`config.mk`:
```
export PLATFORM = sky130hd
export DESIGN_NAME = feature_point_roi
export DESIGN_NICKNAME = d
export VERILOG_FILES = /design/src/rtl/feature_pkg.sv /design/src/rtl/feature_point_roi_roi_match.sv /design/src/rtl/feature_point_roi.sv
export SDC_FILE = /design/constraint.sdc
export NUM_CORES = 1
export LEC_CHECK = 0
export ABC_AREA = 1
export CAP_MARGIN = 10
export CORE_ASPECT_RATIO = 1.2
export CORE_MARGIN = 4
export CORE_UTILIZATION = 58
export DETAILED_ROUTE_END_ITERATION = 8
export HOLD_SLACK_MARGIN = 0.12
export PLACE_DENSITY = 0.86
export SETUP_SLACK_MARGIN = 0.1
export SLEW_MARGIN = 20
export SYNTH_ARGS = -nofsm -noshare
export SYNTH_HDL_FRONTEND = slang
export SYNTH_HIERARCHICAL = 1
export SYNTH_SLANG_ARGS = --single-unit
```
`constraint.sdc`:
```
create_clock -name clk -period 4.24 [get_ports clk]
set_input_delay 0.848 -clock clk [delete_from_list [all_inputs] [get_ports clk]]
set_output_delay 0.848 -clock clk [all_outputs]
set_load 0.02 [all_outputs]
```
`src/rtl/feature_pkg.sv`:
```
// Shared defaults and helpers for the feature-point ROI extractor.
// Optional run thinning is selected with FEATURE_THIN_EN (see feature_point_roi).
package feature_pkg;

    localparam int unsigned COORD_W_DEF = 12;
    localparam int unsigned DATA_W_DEF  = 8;
    localparam int unsigned MAX_BUS_W   = 8 * 32;

    function automatic int unsigned ROI_IDX_W(input int unsigned n);
        return (n <= 1) ? 1 : $clog2(n);
    endfunction

    // Field idx of width w from a packed bus zero-extended to MAX_BUS_W.
    function automatic logic [31:0] bus_field(input logic [MAX_BUS_W-1:0] bus,
                                              input int unsigned idx,
                                              input int unsigned w);
        logic [MAX_BUS_W-1:0] sh;
        sh = bus >> (idx * w);
        return sh[31:0] & ((32'd1 << w) - 32'd1);
    endfunction

endpackage

```
`src/rtl/feature_point_roi_roi_match.sv`:
```
// Combinational inclusive-bounds region test with lowest-index priority.
module roi_match
    import feature_pkg::*;
#(
    parameter int unsigned NUM_ROI = 2,
    parameter int unsigned COORD_W = COORD_W_DEF
) (
    input  logic [COORD_W-1:0]            x,
    input  logic [COORD_W-1:0]            y,
    input  logic [NUM_ROI*COORD_W-1:0]    x_min,
    input  logic [NUM_ROI*COORD_W-1:0]    x_max,
    input  logic [NUM_ROI*COORD_W-1:0]    y_min,
    input  logic [NUM_ROI*COORD_W-1:0]    y_max,
    output logic                          hit,
    output logic [ROI_IDX_W(NUM_ROI)-1:0] idx
);
    localparam int unsigned IDX_W = ROI_IDX_W(NUM_ROI);

    logic [MAX_BUS_W-1:0] x_min_w, x_max_w, y_min_w, y_max_w;

    always_comb begin
        x_min_w = MAX_BUS_W'(x_min);
        x_max_w = MAX_BUS_W'(x_max);
        y_min_w = MAX_BUS_W'(y_min);
        y_max_w = MAX_BUS_W'(y_max);
        hit     = 1'b0;
        idx     = '0;
        // min > max on an axis leaves no coordinate satisfying both bounds
        for (int unsigned i = 0; i < NUM_ROI; i++) begin
            if (!hit &&
                x >= COORD_W'(bus_field(x_min_w, i, COORD_W)) &&
                x <= COORD_W'(bus_field(x_max_w, i, COORD_W)) &&
                y >= COORD_W'(bus_field(y_min_w, i, COORD_W)) &&
                y <= COORD_W'(bus_field(y_max_w, i, COORD_W))) begin
                hit = 1'b1;
                idx = IDX_W'(i);
            end
        end
    end

endmodule

```
`src/rtl/feature_point_roi.sv`:
```
// Two-stage feature-point extractor over NUM_ROI programmable regions with line cap and frame counts.
// Define FEATURE_THIN_EN to keep only the left edge of each run of hits.
module feature_point_roi
    import feature_pkg::*;
#(
    parameter int unsigned H_DISP       = 640,
    parameter int unsigned V_DISP       = 480,
    parameter int unsigned DATA_W       = DATA_W_DEF,
    parameter int unsigned COORD_W      = COORD_W_DEF,
    parameter int unsigned NUM_ROI      = 2,
    parameter int unsigned MAX_PER_LINE = 0,
    parameter int unsigned CNT_W        = 16
) (
    input  logic                          clk,
    input  logic                          rst,
    input  logic                          frame_start,
    input  logic                          line_start,
    input  logic                          pre_de,
    input  logic [DATA_W-1:0]             pre_data,
    input  logic [COORD_W-1:0]            x_axis,
    input  logic [COORD_W-1:0]            y_axis,
    input  logic [DATA_W-1:0]             threshold,
    input  logic [NUM_ROI*COORD_W-1:0]    roi_x_min,
    input  logic [NUM_ROI*COORD_W-1:0]    roi_x_max,
    input  logic [NUM_ROI*COORD_W-1:0]    roi_y_min,
    input  logic [NUM_ROI*COORD_W-1:0]    roi_y_max,
    output logic                          feat_de,
    output logic [COORD_W-1:0]            feat_x,
    output logic [COORD_W-1:0]            feat_y,
    output logic [ROI_IDX_W(NUM_ROI)-1:0] feat_roi,
    output logic                          cnt_valid,
    output logic [NUM_ROI*CNT_W-1:0]      cnt_bus
);
    localparam int unsigned IDX_W = ROI_IDX_W(NUM_ROI);

    logic                       frame_seen;
    logic [DATA_W-1:0]          thr_sh;
    logic [NUM_ROI*COORD_W-1:0] xmin_sh, xmax_sh, ymin_sh, ymax_sh;
    logic [DATA_W-1:0]          thr_eff;
    logic [NUM_ROI*COORD_W-1:0] xmin_eff, xmax_eff, ymin_eff, ymax_eff;
    logic                       ls_eff, in_img, match_hit, raw_hit, cand;
    logic [IDX_W-1:0]           match_idx;

    logic                       s1_hit, s1_ls;
    logic [COORD_W-1:0]         s1_x, s1_y;
    logic [IDX_W-1:0]           s1_idx;
    logic                       cap_ok, emit;
    logic [CNT_W-1:0]           frame_cnt [NUM_ROI];

    // The frame_start pixel must already see the incoming configuration
    assign thr_eff  = frame_start ? threshold : thr_sh;
    assign xmin_eff = frame_start ? roi_x_min : xmin_sh;
    assign xmax_eff = frame_start ? roi_x_max : xmax_sh;
    assign ymin_eff = frame_start ? roi_y_min : ymin_sh;
    assign ymax_eff = frame_start ? roi_y_max : ymax_sh;
    assign ls_eff   = frame_start | line_start;
    assign in_img   = (x_axis < COORD_W'(H_DISP)) && (y_axis < COORD_W'(V_DISP));

    roi_match #(
        .NUM_ROI (NUM_ROI),
        .COORD_W (COORD_W)
    ) u_match (
        .x     (x_axis),
        .y     (y_axis),
        .x_min (xmin_eff),
        .x_max (xmax_eff),
        .y_min (ymin_eff),
        .y_max (ymax_eff),
        .hit   (match_hit),
        .idx   (match_idx)
    );

    assign raw_hit = pre_de & (frame_start | frame_seen) & in_img &
                     (pre_data >= thr_eff) & match_hit;

`ifdef FEATURE_THIN_EN
    logic             prev_hit;
    logic [IDX_W-1:0] prev_roi;

    always_ff @(posedge clk) begin
        if (rst) begin
            prev_hit <= 1'b0;
            prev_roi <= '0;
        end else begin
            prev_hit <= raw_hit;
            prev_roi <= raw_hit ? match_idx : '0;
        end
    end

    assign cand = raw_hit & ~(prev_hit & ~ls_eff & (prev_roi == match_idx));
`else
    assign cand = raw_hit;
`endif

    always_ff @(posedge clk) begin
        if (rst) begin
            s1_hit <= 1'b0;
            s1_ls  <= 1'b0;
            s1_x   <= '0;
            s1_y   <= '0;
            s1_idx <= '0;
        end else begin
            s1_hit <= cand;
            s1_ls  <= ls_eff;
            s1_x   <= x_axis;
            s1_y   <= y_axis;
            s1_idx <= match_idx;
        end
    end

    generate
        if (MAX_PER_LINE == 0) begin : g_nocap
            assign cap_ok = 1'b1;
        end else begin : g_cap
            localparam int unsigned LC_W = $clog2(MAX_PER_LINE + 1);
            logic [LC_W-1:0] line_cnt [NUM_ROI];
            logic [LC_W-1:0] cur;

            // A hit on the line_start slot counts against the freshly cleared line
            assign cur    = s1_ls ? '0 : line_cnt[s1_idx];
            assign cap_ok = cur < LC_W'(MAX_PER_LINE);

            always_ff @(posedge clk) begin
                for (int unsigned r = 0; r < NUM_ROI; r++) begin
                    if (rst)
                        line_cnt[r] <= '0;
                    else if (s1_hit && cap_ok && s1_idx == IDX_W'(r))
                        line_cnt[r] <= cur + LC_W'(1);
                    else if (s1_ls)
                        line_cnt[r] <= '0;
                end
            end
        end
    endgenerate

    assign emit = s1_hit & cap_ok;

    always_ff @(posedge clk) begin
        if (rst) begin
            feat_de  <= 1'b0;
            feat_x   <= '0;
            feat_y   <= '0;
            feat_roi <= '0;
        end else begin
            feat_de  <= emit;
            feat_x   <= emit ? s1_x   : '0;
            feat_y   <= emit ? s1_y   : '0;
            feat_roi <= emit ? s1_idx : '0;
        end
    end

    always_ff @(posedge clk) begin
        if (rst) begin
            frame_seen <= 1'b0;
            cnt_valid  <= 1'b0;
            cnt_bus    <= '0;
            thr_sh     <= '0;
            xmin_sh    <= '0;
            xmax_sh    <= '0;
            ymin_sh    <= '0;
            ymax_sh    <= '0;
            for (int unsigned r = 0; r < NUM_ROI; r++) frame_cnt[r] <= '0;
        end else begin
            cnt_valid <= frame_start & frame_seen;
            if (frame_start) begin
                frame_seen <= 1'b1;
                thr_sh     <= threshold;
                xmin_sh    <= roi_x_min;
                xmax_sh    <= roi_x_max;
                ymin_sh    <= roi_y_min;
                ymax_sh    <= roi_y_max;
                for (int unsigned r = 0; r < NUM_ROI; r++) begin
                    if (frame_seen) cnt_bus[r*CNT_W +: CNT_W] <= frame_cnt[r];
                    frame_cnt[r] <= '0;
                end
            end else begin
                for (int unsigned r = 0; r < NUM_ROI; r++) begin
                    if (emit && s1_idx == IDX_W'(r) && frame_cnt[r] != '1)
                        frame_cnt[r] <= frame_cnt[r] + CNT_W'(1);
                end
            end
        end
    end

endmodule
```
**Yosys cells after proc, flatten, opt, wreduce, memory -nomap -nowiden**

Memory sizes are Yosys's and may differ from the RTL's.
Index checks and enable logic that the tools add are counted.

- Register bits after elaboration: 190
- RAM bits: 32
- Input port bits: 141
- Output and inout bits: 59
- Word-level logic and storage cells: 84
- Memories kept: 1

- Add/sub/neg operators: 2
- Magnitude comparators: 11
- Equality and inequality tests: 2
- Muxes and demuxes: 25
- Bitwise gates (word level): 12
- Reduce and logical (&&, ||, !) cells: 15

Memories:

| memory | depth | bits a word | read ports | clocked after memory_dff | write ports | RTL line | source |
|---|---|---|---|---|---|---|---|
| frame_cnt | 2 | 16 | 2 | 0 | 2 | feature_point_roi.sv:48 | `logic [CNT_W-1:0] frame_cnt [NUM_ROI];` |

Operator list:

| cell | count |
|---|---|
| $mux W24 | 4 |
| $mux W16 | 4 |
| $ge A12 B12 Y1 | 4 |
| $le A12 B12 Y1 | 4 |
| $add A16 B1 Y16 const B | 2 |
| $ne A16 B16 Y1 const B | 2 |
| $mux W1 | 16 |
| $logic_and A1 B1 Y1 | 12 |
| $lt A12 B10 Y1 const B | 1 |
| $lt A12 B9 Y1 const B | 1 |
| $ge A8 B8 Y1 | 1 |
| $mux W8 | 1 |
| $and A1 B1 Y1 | 5 |
| $or A1 B1 Y1 | 5 |
| $not A1 Y1 | 2 |
| $reduce_and A2 Y1 | 1 |
| $reduce_or A2 Y1 | 1 |
| $logic_not A1 Y1 | 1 |

**Logic depth before layout (Yosys ltp)**

- Depth after elaboration: 13
- Depth in mapped cells: 20
- Mapped depth without buffers: 18

**Cells and area by module**

The synthesis kept the hierarchy.

By module, submodules not included:

| module | times used | cells an instance | area each (µm²) | seq. area each (µm²) |
|---|---|---|---|---|
| feature_point_roi | 1 | 1,116 | 8,926.1 | 4,764.6 |
| roi_match | 1 | 427 | 2,620.0 | 0.0 |

**Least setup slack after synthesis**

Ideal clock, no wire load.

- Kind: input to register
- From: input port frame_start
- To: register s1_hit, in the netlist emit
- Library setup time: 0.070 ns
- Data arrival time: 2.789 ns
- Required time: 4.170 ns
- Path slack: 1.381 ns
- Stages: 19
- Buffers on the path: 2
- Cell sequence: buf_4 inv_2 clkbuf_1 nand2_1 nand2_1 inv_1 ha_1 nand2_1 inv_2 nand2_1 nor2_1 nand4_1 nand2_1 nand4_4 o21ai_1 nand3_1 nor2_1 nand3_1 a21oi_1

- Word-level cells in the longest chain between the ends: 13
- Elaborated cells on any way between the ends: 29
- Those cells by class: order compare: 9; mux: 7; bitwise: 5; reduce/logical: 8

RTL lines:

| what | RTL line | source |
|---|---|---|
| from (decl) | feature_point_roi.sv:16 | `input logic frame_start,` |
| $mux W24 * | - |  |
| via xmax_eff[11] | feature_point_roi.sv:40 | `logic [NUM_ROI*COORD_W-1:0] xmin_eff, xmax_eff, ymin_eff, ymax_eff;` |
| $le A12 B12 Y1 * | feature_point_roi_roi_match.sv:32 | `x <= COORD_W'(bus_field(x_max_w, i, COORD_W)) &&` |
| $logic_and A1 B1 Y1 * | feature_point_roi_roi_match.sv:31 | `x >= COORD_W'(bus_field(x_min_w, i, COORD_W)) &&` |
| $logic_and A1 B1 Y1 * | feature_point_roi_roi_match.sv:32 |  |
| $logic_and A1 B1 Y1 * | feature_point_roi_roi_match.sv:33 | `y >= COORD_W'(bus_field(y_min_w, i, COORD_W)) &&` |
| $mux W1 * | feature_point_roi_roi_match.sv:30 | `if (!hit &&` |
| $logic_not A1 Y1 | feature_point_roi_roi_match.sv:30 |  |
| $logic_and A1 B1 Y1 | feature_point_roi_roi_match.sv:30 |  |
| $logic_and A1 B1 Y1 | feature_point_roi_roi_match.sv:31 |  |
| $logic_and A1 B1 Y1 | feature_point_roi_roi_match.sv:32 |  |
| $logic_and A1 B1 Y1 | feature_point_roi_roi_match.sv:33 |  |
| $mux W1 * | feature_point_roi_roi_match.sv:30 |  |
| via match_hit | feature_point_roi.sv:41 | `logic ls_eff, in_img, match_hit, raw_hit, cand;` |
| $and A1 B1 Y1 * | feature_point_roi.sv:74 | `(pre_data >= thr_eff) & match_hit;` |
| to (signal assigned) | feature_point_roi.sv:103 | `s1_hit <= cand;` |
| to (decl) | feature_point_roi.sv:44 | `logic s1_hit, s1_ls;` |

Mark *: on every way through the listed nets, which the timed path passes. The rest lies on a longest branch.
A chain may end at the register's enable or synchronous reset.

**Worst setup path in the final report**

- From: input port frame_start
- To: register s1_hit, in the netlist emit

- Word-level cells in the longest chain between the ends: 13
- Elaborated cells on any way between the ends: 29
- Those cells by class: order compare: 9; mux: 7; bitwise: 5; reduce/logical: 8

RTL lines:

| what | RTL line |
|---|---|
| $mux W24 * | - |
| via xmin_eff[11] | feature_point_roi.sv:40 |
| $ge A12 B12 Y1 * | feature_point_roi_roi_match.sv:31 |
| $logic_and A1 B1 Y1 * | feature_point_roi_roi_match.sv:31 |
| $logic_and A1 B1 Y1 * | feature_point_roi_roi_match.sv:32 |
| $logic_and A1 B1 Y1 * | feature_point_roi_roi_match.sv:33 |
| $mux W1 * | feature_point_roi_roi_match.sv:30 |
| $logic_not A1 Y1 | feature_point_roi_roi_match.sv:30 |
| $logic_and A1 B1 Y1 | feature_point_roi_roi_match.sv:30 |
| $logic_and A1 B1 Y1 | feature_point_roi_roi_match.sv:31 |
| $logic_and A1 B1 Y1 | feature_point_roi_roi_match.sv:32 |
| $logic_and A1 B1 Y1 | feature_point_roi_roi_match.sv:33 |
| $mux W1 * | feature_point_roi_roi_match.sv:30 |
| via match_hit | feature_point_roi.sv:41 |
| $and A1 B1 Y1 * | feature_point_roi.sv:74 |

Marks and branches as above.

==> out/results.tsv <==
stage	metric	value	unit
detailed_routing	routedWlPerCell	14.04	um
sta	clock-skew-final	0.007609	ns
setup_path	crit_path_top_delay_cell	buf_12	
global_route	grt_antenna_before_repair	0	
sta	fin_ws	1.424	ns
logic_synthesis	ys.warnings.count	6	
cts	cts_setup_buffers	0	
cts	clock_path_buffers	3	
logic_synthesis	synthCells	1543	
logic_synthesis	synth_edf_count	32	
global_route	grt_usage	24.94	%
place	post_dp_cell_area	13620	um2
sta	slew_viol_final	0	
place	place_ws	0.9750	ns
logic_synthesis	seq_area_frac_synth	41.27	%
final_layout	layout_commonest_cell	nand2_1	
cts	cts_resized	0	
logic_synthesis	muxShareOfSynthArea	0.6068	%
setup_path	cp.arrival	3.25	ns
logic_synthesis	synth-simple-area-share	25.00	%
sta	post-route-min-period	2.816	ns
power_and_ir_drop	p_sw	1.303	mW
power_and_ir_drop	power.leakage	6.748	nW
power_and_ir_drop	switching_share	25.31	%
sta	max_slew.worst_pin.slew	0.7602	ns
cts	root_buffer	clkbuf_16	
setup_path	cp-end-kind	flop	
cts	cts_buffers	22	
final_layout	layout-drive-gt1-share	6.059	%
floorplanning	die_y	162.6	um
power_and_ir_drop	power_density	357.7	nW/um2
cts	cts_hold_buf	0	
logic_synthesis	netlist_area	11550	um2
floorplanning	std_cell_rows	56	
sta	fmax	355.1	MHz
floorplanning	die_area	22240	um2
sta	setup_viol	0	
detailed_routing	drt_iter0_drc	622	
detailed_routing	viasPerCell	5.066	
setup_path	crit_chain	buf_4 -> inv_2 -> buf_12 -> nand2_1 -> nand2_1 -> inv_1 -> ha_1 -> nand4_1 -> a21oi_1 -> nor2_1 -> nand2_1 -> nand4_4 -> o21ai_1 -> nand3_1 -> nor2_1 -> nand3_1 -> a21oi_1	
final_layout	most-common-layout-cells	nand2_1, inv_1, clkdlybuf4s50_1, dfxtp_1, a21oi_1	
global_route	grt_overflow	0	
setup_path	regToRegSetupSlack	1.86	ns
detailed_routing	detail-route-antenna-nets	0	
detailed_routing	route.detailed.drc	0	
place	dpl.hpwl	19810	um
setup_path	critPathMostFrequentCell	nand2_1	
job	drv_cap	0	
logic_synthesis	synth_xor_area_share	1.138	%
cts	clkLatencyLatePin	0.50	ns
final_layout	fin_nets	1964	
final_layout	syn2layout_area_growth	24.66	%
cts	cts-htree-levels	1	
logic_synthesis	synth.ff_latch_count	222	
detailed_routing	first_pass_iters	5	
power_and_ir_drop	power.internal	3.845	mW
final_layout	diodes	0	
sta	finalSetupTns	0	ns
logic_synthesis	syn_area_per_cell	7.483	um2
setup_path	start_kind	input port	
sta	hold_violations	0	
logic_synthesis	async_reset_ff_share	0	%
detailed_routing	vias	10101	
logic_synthesis	ys.flop_type	dfxtp_1	
final_layout	nFillCells	1466	
place	io_buffers	198	
global_route	first_global_vias	9646	
floorplanning	core	19550	um2
setup_path	slowest_delay	0.31	ns
setup_path	cp_max_fo	99	
final_layout	final_util	73.63	%
power_and_ir_drop	p_total	5.148	mW
power_and_ir_drop	power_frac_comb	15.5	%
place	gp_congestion	0.8759	
setup_path	required	4.67	ns
logic_synthesis	synth-compound-area-share	10.62	%
cts	path_clk_slew	0.06	ns
floorplanning	initial_core_util	59.06	%
power_and_ir_drop	clkPwrFrac	40.3	%
outcome	outcome	completed	
power_and_ir_drop	seqPwrFrac	44.2	%
final_layout	final_area	14390	um2
sta	min_period_over_period	66.42	%
logic_synthesis	synth_cell_types	42	
min_path	min_path_type	reg -> reg	
sta	max-slew-margin-rel	49.32	%
floorplanning	boundaryPins	200	
cts	cts_tree	done	
floorplanning	die_w	136.8	um
power_and_ir_drop	ir_drop	0.3825	mV
logic_synthesis	syn-num-nets	1790	
sta	rsz0062_at_grt	no	
global_route	grt_pass1_wl	45370	um
cts	cts.sinks	222	
setup_path	path_class	in -> reg	
logic_synthesis	synth_top_family_by_area	simple AND/OR/NAND/NOR gates	
global_route	grt_max_degree	109	
detailed_routing	drt-total-wl	28010	um
logic_synthesis	synthAdderAreaFrac	11.49	%
[critical path: cells and delay by family]
family / cells / cell delay, ns
and+or+nand+nor: 9 / 1.02
AOI/OAI and AO/OA: 3 / 0.39
buffers and inverters: 4 / 0.56
adders and majority gates: 1 / 0.31
[per-layer routing]
layer  GRT usage [%]  up-vias  part of all wire [%]
met5               0        -                     0
met2           44.57      270                    50
met3           2.998       79                   4.7
met1           30.32     4527                    42
met4           9.936        0                   3.8
li1                -     5225                     -
[final cells by class]
| cell class | count | area, um2 | share of cell area (%) |
|---|---|---|---|
| clock inverter | 10 | 125.1 | 0.8693 |
| multi-input combinational | 1043 | 5640 | 39.19 |
| sequential | 222 | 4765 | 33.10 |
| inverter | 226 | 853.3 | 5.928 |
| tap | 261 | 326.6 | 2.269 |
| timing repair buffer | 202 | 2032 | 14.12 |
| clock buffer | 30 | 651.9 | 4.529 |
[sequential cells by signal (all words and copies together) (netlist names), 12 cells and up]
signal and flops:
frame_cnt 32, xmax_sh 24, s1_y 12, ymax_sh 24, cnt_bus 32, s1_x 12, xmin_sh 24, feat_x 12
feat_y 12, ymin_sh 24
[worst paths after layout]
check | from | endpoint | depth (start not counted)
worst max-delay path | frame_start | emit | 17
worst min-delay path | s1_x[2] | feat_x[2] | 2
worst max register to register | frame_cnt[0][0] | frame_cnt[0][10] | 6
worst min register to register | s1_x[2] | feat_x[2] | 2
[power by group through the flow]
stage	logic, mW	clock network [mW]	registers (mW)
floorplan	0.465	0	2.33
global placement	0.761	0	2.32
detailed placement	0.791	0	2.32
CTS	0.801	2.11	2.27
global route	0.906	2.20	2.28
finish	0.799	2.07	2.27
[Yosys cell counts, drive strengths merged (3+ instances only)]
library cell	number	area, um2
nand2	471	1808
inv	223	837.1
dfxtp	190	3804
a21oi	178	962.2
nor2	145	605.6
ha	106	1326
o21ai	39	195.2
buf	35	224.0
nand3	35	185.2
edfxtp	32	960.9
nand4	28	202.7
clkbuf	17	63.81
xnor2	10	87.58
mux2i	7	70.07
o21a	5	38.79
xor2	5	43.79
and2	4	25.02
clkinv	3	16.27
nor3	3	37.53
o21bai	3	22.52
[logic make-up after synthesis]
kind of cell,Yosys count
mux,7
simple gates,689
fa+ha+maj,106
xor+xnor,15
flops,222
compound gates,226
buf+inv,278
[through the flow]
stage	instances	hold slack [ns]
global route	1994	0.4327
finish	1994	0.4050
CTS	1994	0.4065
global placement	1954	0.3935
floorplan	1543	0.3936
detailed placement	1954	0.3974
Power figures use the tool's default switching activity.
